==> src/rtl/calc_pkg.sv <==
// rtl/calc_pkg.sv - shared calculator types, widths and operation codes
package calc_pkg;

  localparam int CALC_W     = 28;
  localparam int DIG_W      = 8;
  localparam int INT_DIGITS = 9;

  typedef enum logic [1:0] {
    IDLE,
    SHIFT,
    DONE
  } conv_state_t;

  typedef enum logic [2:0] {
    OP_NONE,
    OP_ADD,
    OP_SUB,
    OP_MUL,
    OP_DIV,
    OP_CLR
  } calc_op_t;

  // Decimal digits needed for a w-bit magnitude: ceil(w * log10(2)).
  function automatic int bcd_digits(input int w);
    return (w * 30103 + 99999) / 100000;
  endfunction

endpackage

==> src/rtl/bcd_digit_adj.sv <==
// rtl/bcd_digit_adj.sv - double-dabble digit correction: add 3 when the digit is 5 or more
module bcd_digit_adj (
  input  logic [3:0] din,
  output logic [3:0] dout
);

  always_comb begin
    dout = din;
    if (din >= 4'd5) begin
      dout = din + 4'd3;
    end
  end

endmodule

==> src/rtl/bin2bcd_display_conv.sv <==
// rtl/bin2bcd_display_conv.sv - sequential binary to BCD converter feeding the 7-segment driver
module bin2bcd_display_conv
  import calc_pkg::*;
#(
  parameter int WIDTH       = CALC_W,
  parameter int DISP_DIGITS = 4,
  parameter int SIGNED      = 1
) (
  input  logic             clk,
  input  logic             reset,
  input  logic [WIDTH-1:0] bin_in,
  input  logic             start,
  input  logic             clr,
  output logic [DIG_W-1:0] bcd_0,
  output logic [DIG_W-1:0] bcd_1,
  output logic [DIG_W-1:0] bcd_2,
  output logic [DIG_W-1:0] bcd_3,
  output logic             neg,
  output logic             ovf,
  output logic             busy,
  output logic             done
);

  localparam int ND      = bcd_digits(WIDTH);
  localparam int BW      = ND * 4;
  localparam int CW      = $clog2(WIDTH + 1);
  localparam int OVF_LSB = DISP_DIGITS * 4;

  conv_state_t      state;
  logic             start_d;
  logic [CW-1:0]    cnt;
  logic [WIDTH-1:0] mag_q;
  logic             neg_q;
  logic [BW-1:0]    bcd_q;
  logic [BW-1:0]    bcd_adj;
  logic [3:0]       disp_q [4];

  logic             launch;
  logic             neg_in;
  logic [WIDTH-1:0] mag_in;
  logic             ovf_next;

  assign launch   = start & ~start_d & (state == IDLE) & ~clr;
  assign neg_in   = (SIGNED != 0) && bin_in[WIDTH-1];
  assign mag_in   = neg_in ? (~bin_in + WIDTH'(1)) : bin_in;
  assign ovf_next = |bcd_q[BW-1:OVF_LSB];

  genvar gi;
  generate
    for (gi = 0; gi < ND; gi++) begin : g_adj
      bcd_digit_adj u_adj (
        .din  (bcd_q[gi*4 +: 4]),
        .dout (bcd_adj[gi*4 +: 4])
      );
    end
  endgenerate

  always_ff @(posedge clk or negedge reset) begin
    if (!reset) begin
      state   <= IDLE;
      start_d <= 1'b0;
      cnt     <= '0;
      mag_q   <= '0;
      neg_q   <= 1'b0;
      bcd_q   <= '0;
      neg     <= 1'b0;
      ovf     <= 1'b0;
      busy    <= 1'b0;
      done    <= 1'b0;
      for (int k = 0; k < 4; k++) disp_q[k] <= 4'd0;
    end else begin
      start_d <= start;
      done    <= 1'b0;
      if (clr) begin
        state <= IDLE;
        cnt   <= '0;
        neg   <= 1'b0;
        ovf   <= 1'b0;
        busy  <= 1'b0;
        for (int k = 0; k < 4; k++) disp_q[k] <= 4'd0;
      end else begin
        case (state)
          IDLE: begin
            if (launch) begin
              mag_q <= mag_in;
              neg_q <= neg_in;
              bcd_q <= '0;
              cnt   <= '0;
              busy  <= 1'b1;
              state <= SHIFT;
            end
          end
          SHIFT: begin
            // Correct every digit first, then shift the whole {bcd, mag} pair left by one.
            {bcd_q, mag_q} <= {bcd_adj[BW-2:0], mag_q, 1'b0};
            cnt <= cnt + CW'(1);
            if (cnt == CW'(WIDTH - 1)) begin
              state <= DONE;
            end
          end
          DONE: begin
            for (int k = 0; k < 4; k++) begin
              disp_q[k] <= (k < DISP_DIGITS) ? bcd_q[k*4 +: 4] : 4'd0;
            end
            neg   <= neg_q;
            ovf   <= ovf_next;
            busy  <= 1'b0;
            done  <= 1'b1;
            cnt   <= '0;
            state <= IDLE;
          end
          default: state <= IDLE;
        endcase
      end
    end
  end

  assign bcd_0 = {{(DIG_W-4){1'b0}}, disp_q[0]};
  assign bcd_1 = {{(DIG_W-4){1'b0}}, disp_q[1]};
  assign bcd_2 = {{(DIG_W-4){1'b0}}, disp_q[2]};
  assign bcd_3 = {{(DIG_W-4){1'b0}}, disp_q[3]};

endmodule

==> config.mk <==
export PLATFORM = sky130hd
export DESIGN_NAME = bin2bcd_display_conv
export DESIGN_NICKNAME = d
export VERILOG_FILES = /design/src/rtl/calc_pkg.sv /design/src/rtl/bcd_digit_adj.sv /design/src/rtl/bin2bcd_display_conv.sv
export SDC_FILE = /design/constraint.sdc
export NUM_CORES = 1
export LEC_CHECK = 0
export ABC_AREA = 0
export CAP_MARGIN = 20
export CORE_MARGIN = 5
export CORE_UTILIZATION = 30
export DETAILED_ROUTE_END_ITERATION = 6
export PLACE_DENSITY_LB_ADDON = 0.25
export REMOVE_ABC_BUFFERS = 1
export SYNTH_ARGS = -nofsm -noshare
export SYNTH_HDL_FRONTEND = slang
export SYNTH_SLANG_ARGS = --single-unit
==> constraint.sdc <==
create_clock -name clk -period 1.9 [get_ports clk]
set_input_delay 0.57 -clock clk [delete_from_list [all_inputs] [get_ports clk]]
set_output_delay 0.57 -clock clk [all_outputs]
set_load 0.1 [all_outputs]
==> impl_metrics.py, run 1 <==
metrics = {
    "clock_network": {
        "insertion_delay_ps": 340,
        "cts_root_buffer": "clkbuf_16",
        "clk_pin_slew_ps": 70,
        "postCtsHoldBufs": 0,
        "cts_buffers": 9,
        "htreeDepth": 3,
        "cts_tree": "done",
        "clk_path_buf_depth": 2,
        "clock_sinks": 93,
    },
    "timing": {
        "report.final.slew_viol_count": 0,
        "fin_worst_skew_ps": 7.56,
        "fmax_ghz": 0.448,
        "fin_ws_ps": -330,
        "hold_slack_ps": 161,
        "finalSetupViolCount": 9,
        "finalHoldViolCount": 0,
        "period_share": 1.17,
        "period_minus_slack_ps": 2230,
        "rsz0062_at_grt": "yes",
    },
    "layout": {
        "regArea_sq_mm": 0.00233,
        "drive_gt1_frac": 0.236,
        "final_cell_mix": "93 x dfrtp_1, 61 x buf_4, 56 x nand2_1",
        "fill_cells": 1746,
        "area_growth_pct": 37.4,
        "final_common_cell": "dfrtp_1",
        "final_area_sq_mm": 0.00756,
        "finalNetCount": 763,
        "instances_no_fill": 937,
        "multi_input_area_sq_mm": 0.00318,
        "diodes": 0,
    },
    "pwr": {
        "p_int_mw": 3.62,
        "p_comb_frac": 0.228,
        "leakagePower_nw": 3.33,
        "p_seq_frac": 0.451,
        "power.density_mw_per_mm2": 701,
        "p_clk_frac": 0.321,
        "ir_drop_mv": 0.360,
        "switchingPower_mw": 1.68,
        "p_sw_frac": 0.317,
    },
    "route": {
        "drc": 0,
        "wl_per_cell_um": 14.4,
        "wl_mm": 13.5,
        "num_vias": 4620,
        "drt_pass1_iterations": 4,
        "routed_via_density": 4.93,
        "first_iter_violations": 232,
        "final_antenna_net_count": 0,
    },
    "worst_setup_path": {
        "critPathArrivalTime_ps": 2450,
        "critPathCaptureType": "flop",
        "crit_path_max_fanout": 3,
        "required_ps": 2120,
        "worstSetupPathType": "in -> reg",
        "worstSetupStartpointType": "primary input",
    },
    "floorplan": {
        "die_w_um": 145,
        "io_pins": 68,
        "initial_core_util": 0.305,
        "die_y_um": 145,
        "core_area_sq_mm": 0.0180,
        "dieArea_sq_mm": 0.0211,
        "rows": 49,
    },
    "run": {
        "drv_cap": 0,
    },
    "synth": {
        "synth_area_leader_cell": "dfrtp_1",
        "synthArstFlopShare": 1.00,
        "synth-seq-cells": 93,
        "synth_area_leaders": "dfrtp_1 42%, ha_1 6.4%, o21ai_0 5.6%, mux2i_1 4.9%, a22o_1 4.6%",
        "synth.avg_cell_area_sq_um": 9.24,
        "seq_area_frac_synth": 0.423,
        "synth-edff-count": 0,
        "netlist_instances": 595,
        "yosys.area.top_type_share": 0.423,
        "ys_warn_count": 0,
        "synth_flop_cell": "dfrtp_1",
        "syn_area_sq_mm": 0.00550,
        "yosysUniqueCellTypes": 44,
    },
    "global_routing": {
        "grt_pass1_wl_mm": 22.5,
        "overflow": 0,
        "grt_start_max_net_pins": 51,
        "grt.total_usage": 0.125,
        "antenna_found_initial": 0,
        "grt_pass1_vias": 4711,
    },
    "min_path": {
        "hold_class": "in -> async",
    },
    "placed_design": {
        "placed_cells": 909,
        "place_area_sq_mm": 0.00690,
        "place_congestion": 0.806,
        "io_buffers": 51,
        "dp_hpwl_mm": 9.36,
    },
    "outcome": {
        "failed_checks": "negative setup slack",
        "outcome": "complete, but fails checks",
    },
}
==> metrics by stage <==
step	utilization	total power [mW]	setup TNS, ps	setup WS, ps
2_1_floorplan	-	3.08	-124490	-2460
3_5_place_dp	0.383	3.58	-30620	-1110
5_1_grt	0.419	5.57	-2380	-354
4_1_cts	0.408	5.32	-1550	-319
3_3_place_gp	0.383	3.53	-28900	-1020
6_report	0.419	5.30	-1930	-330
==> routing by layer <==
layer	vias up	track usage	share of wire
met5	-	0	0
met4	0	0.0354	0.011
met3	12	0.0240	0.037
met2	78	0.211	0.49
met1	2250	0.162	0.46
li1	2280	-	-
==> synthesized netlist by cell type (6+ instances only) <==
cell type / instances
a22o_1: 29
nand3_1: 14
xnor2_1: 16
buf_4: 16
nor2_1: 51
a21oi_1: 29
clkbuf_1: 30
o21ai_0: 62
ha_1: 28
dfrtp_1: 93
nor3_1: 6
xor2_1: 23
o22ai_1: 10
mux2i_1: 27
inv_1: 26
nand2b_1: 14
nor4_1: 7
o31ai_1: 6
nand2_1: 56
==> path summary, 6_finish.rpt <==
path                       slack, ps  depth (start not counted)        end      start
min                              160                          1   bcd_2[3]      reset
max reg2reg                      150                          5        ovf   state[0]
max                             -330                          7  mag_q[25]  bin_in[7]
min in group clk                 380                          1    start_d      start
min reg2reg                      480                          2   mag_q[3]   mag_q[3]
max in group asynchronous       1190                          2   bcd_0[2]      reset
==> what timing repair did <==
| action | in CTS | in global routing |
|---|---|---|
| pin swaps | 22 | 20 |
| resized for setup | 70 | 45 |
| hold endpoints to repair | 0 | 0 |
| setup endpoints to repair | 34 | 42 |
| setup buffers | 5 | 6 |
| cloned | 0 | 1 |
==> cell families (layout without fill, tap and decap cells) <==
kind of cell | Yosys count | count (layout) | synth area share
AOI/OAI and AO/OA | 158 | 158 | 0.186
DFF | 93 | 93 | 0.423
and+or+nand+nor | 173 | 174 | 0.148
buffers and inverters | 74 | 171 | 0.0628
adders and majority gates | 28 | 28 | 0.0637
muxes | 29 | 29 | 0.0532
other | 1 | 16 | 0.000682
xor gates and xnor gates | 39 | 39 | 0.0621
==> final cells by class <==
| cell class | count | area share |
|---|---|---|
| Multi-Input combinational cell | 444 | 0.421 |
| Clock inverter | 7 | 0.00662 |
| Sequential cell | 93 | 0.308 |
| Clock buffer | 9 | 0.0298 |
| Inverter | 26 | 0.0129 |
| Tap cell | 229 | 0.0379 |
| Timing Repair Buffer | 129 | 0.184 |
==> power by group through the flow <==
stage,clock [mW],combinational (mW),sequential (mW)
after floorplan,0,0.652,2.42
after global placement,0,1.12,2.41
after detailed placement,0,1.15,2.42
after CTS,1.75,1.18,2.39
after global routing,1.82,1.33,2.42
final,1.70,1.21,2.39
==> state kept, by name, indices dropped and copies added, names as in the netlist <==
| signal | cells |
|---|---|
| neg | 1 |
| bcd_3 | 4 |
| start_d | 1 |
| cnt | 5 |
| mag_q | 28 |
| bcd_0 | 4 |
| state | 2 |
| bcd_2 | 4 |
| bcd_q | 36 |
| neg_q | 1 |
| ovf | 1 |
| busy | 1 |
| bcd_1 | 4 |
| done | 1 |
==> critical path, cell delays in order <==
cell	delay, ps
buf_6	90
or4_4	530
or4_4	530
buf_6	150
o41ai_4	320
xor2_1	170
o22ai_1	90
(Power assumes the default switching activity.)
==> run 2, diff against run 1 <==
Settings changed: GPL_TIMING_DRIVEN set to 0.
==> run 2 against run 1 <==
Net effect: die area stayed put; critical path type unchanged; hold slack worse by 29 ps; the run still ends with negative setup slack left; design area is 3.8% lower; largest power group unchanged; combinational power is 3% higher.
==> impl_metrics.py, run 2 (synthesis results as in run 1) <==
metrics = {
    "layout": {
        "area_growth_pct": 32.2,
        "regMostFlops": "bcd_q",
        "finalNetCount": 725,
        "top_regs": "bcd_q (36), mag_q (28), cnt (5)",
        "final_area_sq_mm": 0.00727,
        "utilization": 0.403,
        "drive_gt1_frac": 0.199,
        "largest_reg_flops": 36,
        "diodes": 0,
        "final_cell_mix": "92 x dfrtp_1, 56 x nand2_1, 55 x o21ai_0",
        "final_common_cell": "dfrtp_1",
        "instances_no_fill": 898,
        "fill_cells": 1796,
    },
    "route": {
        "first_iter_violations": 253,
        "wl_mm": 13.9,
        "final_antenna_net_count": 0,
        "drt_pass1_iterations": 4,
        "drc": 0,
        "routed_via_density": 5.01,
        "wl_per_cell_um": 15.4,
        "num_vias": 4501,
    },
    "floorplan": {
        "die_w_um": 145,
        "io_pins": 68,
        "initial_core_util": 0.305,
        "die_y_um": 145,
        "core_area_sq_mm": 0.0180,
        "dieArea_sq_mm": 0.0211,
        "rows": 49,
    },
    "clock_network": {
        "clk_path_buf_depth": 2,
        "postCtsHoldBufs": 0,
        "cts_root_buffer": "clkbuf_16",
        "cts_buffers": 9,
        "htreeDepth": 3,
        "clock_sinks": 93,
        "clk_pin_slew_ps": 70,
        "insertion_delay_ps": 350,
        "cts_tree": "done",
    },
    "worst_setup_path": {
        "critPathCaptureType": "flop",
        "worstSetupPathType": "in -> reg",
        "cp_cell_sequence": "buf_8 > or4_4 > or4_4 > buf_12 > o41ai_4 > xor2_1 > o22ai_1",
        "max_stage_delay_ps": 600,
        "cpMaxStageDelayCell": "or4_4",
        "crit_path_max_fanout": 4,
        "worstSetupStartpointType": "primary input",
        "critPathArrivalTime_ps": 2460,
        "required_ps": 2130,
        "crit_path_frequent_cell": "or4_4",
    },
    "outcome": {
        "failed_checks": "negative setup slack",
        "outcome": "complete, but fails checks",
    },
    "timing": {
        "fmax_ghz": 0.448,
        "rsz0062_at_grt": "yes",
        "fin_ws_ps": -332,
        "period_share": 1.17,
        "maxSlewHeadroom": 0.637,
        "finalSetupViolCount": 7,
        "fin_worst_skew_ps": 6.65,
        "finalHoldViolCount": 0,
        "tightest_slew_ps": 547,
        "hold_slack_ps": 132,
        "report.final.slew_viol_count": 0,
        "period_minus_slack_ps": 2230,
    },
    "placed_design": {
        "io_buffers": 51,
        "place_congestion": 0.725,
        "place_area_sq_mm": 0.00622,
        "placed_cells": 847,
        "dp_hpwl_mm": 8.58,
    },
    "pwr": {
        "leakagePower_nw": 3.18,
        "power.total_mw": 5.34,
        "power.density_mw_per_mm2": 734,
        "ir_drop_mv": 0.429,
    },
    "min_path": {
        "hold_class": "in -> async",
    },
    "global_routing": {
        "grt.total_usage": 0.129,
        "grt_pass1_vias": 4451,
        "grt_pass1_wl_mm": 22.8,
        "grt_start_max_net_pins": 69,
        "overflow": 0,
        "antenna_found_initial": 0,
    },
    "run": {
        "drv_cap": 0,
    },
}
run 2: cell count changes in the layout (fill, tap and decap cells not counted), moves of 4 or more:
| cell | previous run | this run |
|---|---|---|
| buf_4 | 61 | 24 |
| buf_12 | 27 | 4 |
| clkdlybuf4s15_2 | 0 | 19 |
| dlymetal6s2s_1 | 3 | 11 |
| buf_6 | 13 | 8 |
| clkbuf_2 | 4 | 0 |
| o21ai_0 | 51 | 55 |
run 2: per-stage QoR:
| stage | TNS [ps] | worst slack [ps] |
|---|---|---|
| after floorplan | -124490 | -2460 |
| after global placement | -570600 | -4950 |
| after detailed placement | -113270 | -1960 |
| after CTS | -2530 | -322 |
| after global routing | -2380 | -385 |
| final | -1960 | -332 |
run 2: final cells by class:
type	instances	area (sq um)	share of cell area
Clock buffer	12	246	0.0339
Inverter	26	100	0.0138
Multi-Input combinational cell	447	3280	0.452
Sequential cell	93	2330	0.320
Timing Repair Buffer	88	1000	0.138
Clock inverter	3	21.3	0.00292
Tap cell	229	287	0.0394
run 2: critical path: cells and delay by family:
| family | cells | cell delay [ps] |
|---|---|---|
| AOI/OAI and AO/OA | 2 | 300 |
| and+or+nand+nor | 2 | 1140 |
| xor gates and xnor gates | 1 | 190 |
| buffers and inverters | 2 | 260 |
run 2: worst paths after layout:
kind / from / endpoint / slack [ps] / cells past startpoint
min in group clk: start / start_d / 380 / 1
hold reg to reg: mag_q[7] / mag_q[7] / 480 / 2
setup reg to reg: state[1] / bcd_q[5] / 80 / 8
hold / removal: reset / bcd_2[2] / 130 / 1
setup / recovery: bin_in[5] / mag_q[21] / -330 / 7
max in group asynchronous: reset / state[0] / 1100 / 2
run 2: power by group:
part | switching (mW) | internal (mW) | leakage (nW) | total, mW
sequential | 0.157 | 2.23 | 1.24 | 2.39
combinational | 0.740 | 0.506 | 1.81 | 1.25
clock | 0.782 | 0.920 | 0.129 | 1.70
run 2: timing repair:
action | 4_1_cts | 5_1_grt
endpoints found under the setup margin | 92 | 59
resized for setup | 163 | 42
setup buffers | 19 | 11
gates cloned | 6 | 1
pin swaps | 17 | 26
run 2: metal layers:
metal	GRT usage	vias to the layer above	share of wire
li1	-	2208	-
met1	0.171	2191	0.48
met2	0.211	84	0.47
met3	0.0221	18	0.034
met4	0.0476	0	0.019
met5	0	-	0
==> run 3, diff against run 2 <==
Settings changed: CORE_ASPECT_RATIO set to 1.4.
==> run 3 against run 2 <==
Net effect: first-iteration DRC count is 44% lower; wire length hardly changed; via count is 0.56% higher; register-to-register slack hardly changed; core utilization is 0.062 points higher; the run still ends with negative setup slack left; final cell count is 1.7% higher; critical path type unchanged; critical path depth is 1 lower; die area is 0.18% higher; largest power group unchanged; non-clock buffer count is 4 higher; flip-flop and latch count stayed put; combinational power hardly changed; count of clock-buffer cells in the layout is 1 lower.
==> impl_metrics.py, run 3 (synthesis results as in run 1) <==
metrics = {
    "route": {
        "num_vias": 4526,
        "drc": 0,
        "final_antenna_net_count": 0,
        "drt_pass1_iterations": 4,
        "wl_per_cell_um": 15.2,
        "routed_via_density": 4.96,
        "first_iter_violations": 142,
        "wl_mm": 13.9,
    },
    "layout": {
        "fill_cells": 1815,
        "instances_no_fill": 913,
        "largest_reg_flops": 36,
        "final_cell_mix": "92 x dfrtp_1, 56 x nand2_1, 53 x o21ai_0",
        "final_area_sq_mm": 0.00727,
        "final_common_cell": "dfrtp_1",
        "diodes": 0,
        "utilization": 0.404,
        "drive_gt1_frac": 0.207,
        "finalNetCount": 728,
        "area_growth_pct": 32.2,
        "regMostFlops": "bcd_q",
        "top_regs": "bcd_q (36), mag_q (28), cnt (5)",
    },
    "timing": {
        "setup_tns_ps": -1750,
        "rsz0062_at_grt": "yes",
        "period_minus_slack_ps": 2180,
        "fmax_ghz": 0.459,
        "maxSlewHeadroom": 0.637,
        "fin_worst_skew_ps": 9.89,
        "fin_ws_ps": -279,
        "finalSetupViolCount": 8,
        "finalHoldViolCount": 0,
        "report.final.slew_viol_count": 0,
        "period_share": 1.15,
        "tightest_slew_ps": 546,
    },
    "floorplan": {
        "die_w_um": 124,
        "core_area_sq_mm": 0.0180,
        "die_y_um": 170,
        "initial_core_util": 0.306,
        "dieArea_sq_mm": 0.0212,
        "io_pins": 68,
        "rows": 58,
    },
    "pwr": {
        "p_int_mw": 3.81,
        "power.density_mw_per_mm2": 757,
        "p_seq_frac": 0.433,
        "p_sw_frac": 0.307,
        "p_comb_frac": 0.232,
        "p_clk_frac": 0.335,
        "ir_drop_mv": 0.382,
        "switchingPower_mw": 1.69,
        "leakagePower_nw": 3.11,
    },
    "clock_network": {
        "clk_path_buf_depth": 2,
        "cts_tree": "done",
        "cts_root_buffer": "clkbuf_16",
        "clk_pin_slew_ps": 70,
        "clock_sinks": 93,
        "htreeDepth": 3,
        "postCtsHoldBufs": 0,
        "insertion_delay_ps": 340,
        "cts_buffers": 9,
    },
    "worst_setup_path": {
        "cpMaxStageDelayCell": "or4_4",
        "worstSetupPathType": "in -> reg",
        "crit_path_frequent_cell": "or4_4",
        "crit_buf_inv": 1,
        "worstSetupStartpointType": "primary input",
        "max_stage_delay_ps": 660,
        "crit_family": "simple AND/OR/NAND/NOR gates",
        "cp_cell_sequence": "buf_8 > or4_4 > or4_4 > o41ai_4 > xor2_1 > o22ai_1",
        "required_ps": 2120,
        "critPathArrivalTime_ps": 2400,
        "critPathCaptureType": "flop",
        "crit_path_max_fanout": 7,
    },
    "global_routing": {
        "antenna_found_initial": 0,
        "grt.total_usage": 0.129,
        "grt_pass1_vias": 4663,
        "overflow": 0,
        "grt_pass1_wl_mm": 22.8,
        "grt_start_max_net_pins": 69,
    },
    "placed_design": {
        "io_buffers": 51,
        "place_congestion": 0.802,
        "place_area_sq_mm": 0.00625,
        "dp_hpwl_mm": 8.37,
        "placed_cells": 858,
    },
    "outcome": {
        "outcome": "complete, but fails checks",
        "failed_checks": "negative setup slack",
    },
    "run": {
        "drv_cap": 0,
    },
    "min_path": {
        "hold_class": "in -> async",
    },
}
## run 3: cell type report
| class | count | area [sq um] | share of cell area |
|---|---|---|---|
| inverters | 26 | 100 | 0.0138 |
| repair buffers | 92 | 1010 | 0.139 |
| clock inverters | 5 | 60.1 | 0.00826 |
| clock buffers | 11 | 243 | 0.0334 |
| flip-flops and latches | 93 | 2330 | 0.320 |
| well taps | 240 | 300 | 0.0413 |
| multi-input cells | 446 | 3230 | 0.444 |
## run 3: worst register-to-register path: cells and delay by family (launching register included)
| kind | cells | cell delay (ps) |
|---|---|---|
| and+or+nand+nor | 3 | 880 |
| DFF | 1 | 430 |
| buffers and inverters | 2 | 240 |
| adders and majority gates | 1 | 160 |
## run 3: worst paths after layout
path | start | endpoint | slack (ps) | cells after the start
worst max-delay path | bin_in[5] | mag_q[25] | -280 | 6
worst min-delay path | reset | bcd_2[1] | 140 | 1
worst max register to register | state[0] | ovf | 70 | 6
worst min register to register | mag_q[3] | mag_q[3] | 480 | 2
max in group asynchronous | reset | bcd_q[33] | 1090 | 2
min in group clk | mag_q[3] | mag_q[3] | 480 | 2
## run 3: per-layer routing
layer,track usage,vias to the layer above,part of all wire
li1,-,2207,-
met2,0.236,85,0.52
met5,0,-,0
met3,0.0226,21,0.028
met1,0.151,2213,0.43
met4,0.0472,0,0.018
## run 3: power by group through the flow
stage | logic [mW] | clock network (mW) | registers, mW
after floorplan | 0.652 | 0 | 2.42
after global placement | 0.972 | 0 | 2.41
after detailed placement | 1.04 | 0 | 2.41
after CTS | 1.21 | 1.90 | 2.38
after global routing | 1.40 | 1.98 | 2.41
final | 1.28 | 1.85 | 2.38
## run 3: metrics by stage
stage / setup slack, ps / power (mW) / hold WS (ps)
2_1_floorplan: -2460 / 3.08 / 274
3_3_place_gp: -4930 / 3.38 / 462
3_5_place_dp: -1860 / 3.45 / 471
4_1_cts: -238 / 5.49 / 142
5_1_grt: -330 / 5.79 / 170
6_report: -279 / 5.51 / 139
## run 3: timing repair
item                       CTS  global route
pin swaps                   35            10
gates cloned                 5             2
hold endpoints to repair     0             0
buffers inserted            24             9
gates resized for setup    181            16
setup endpoints to repair   92            67
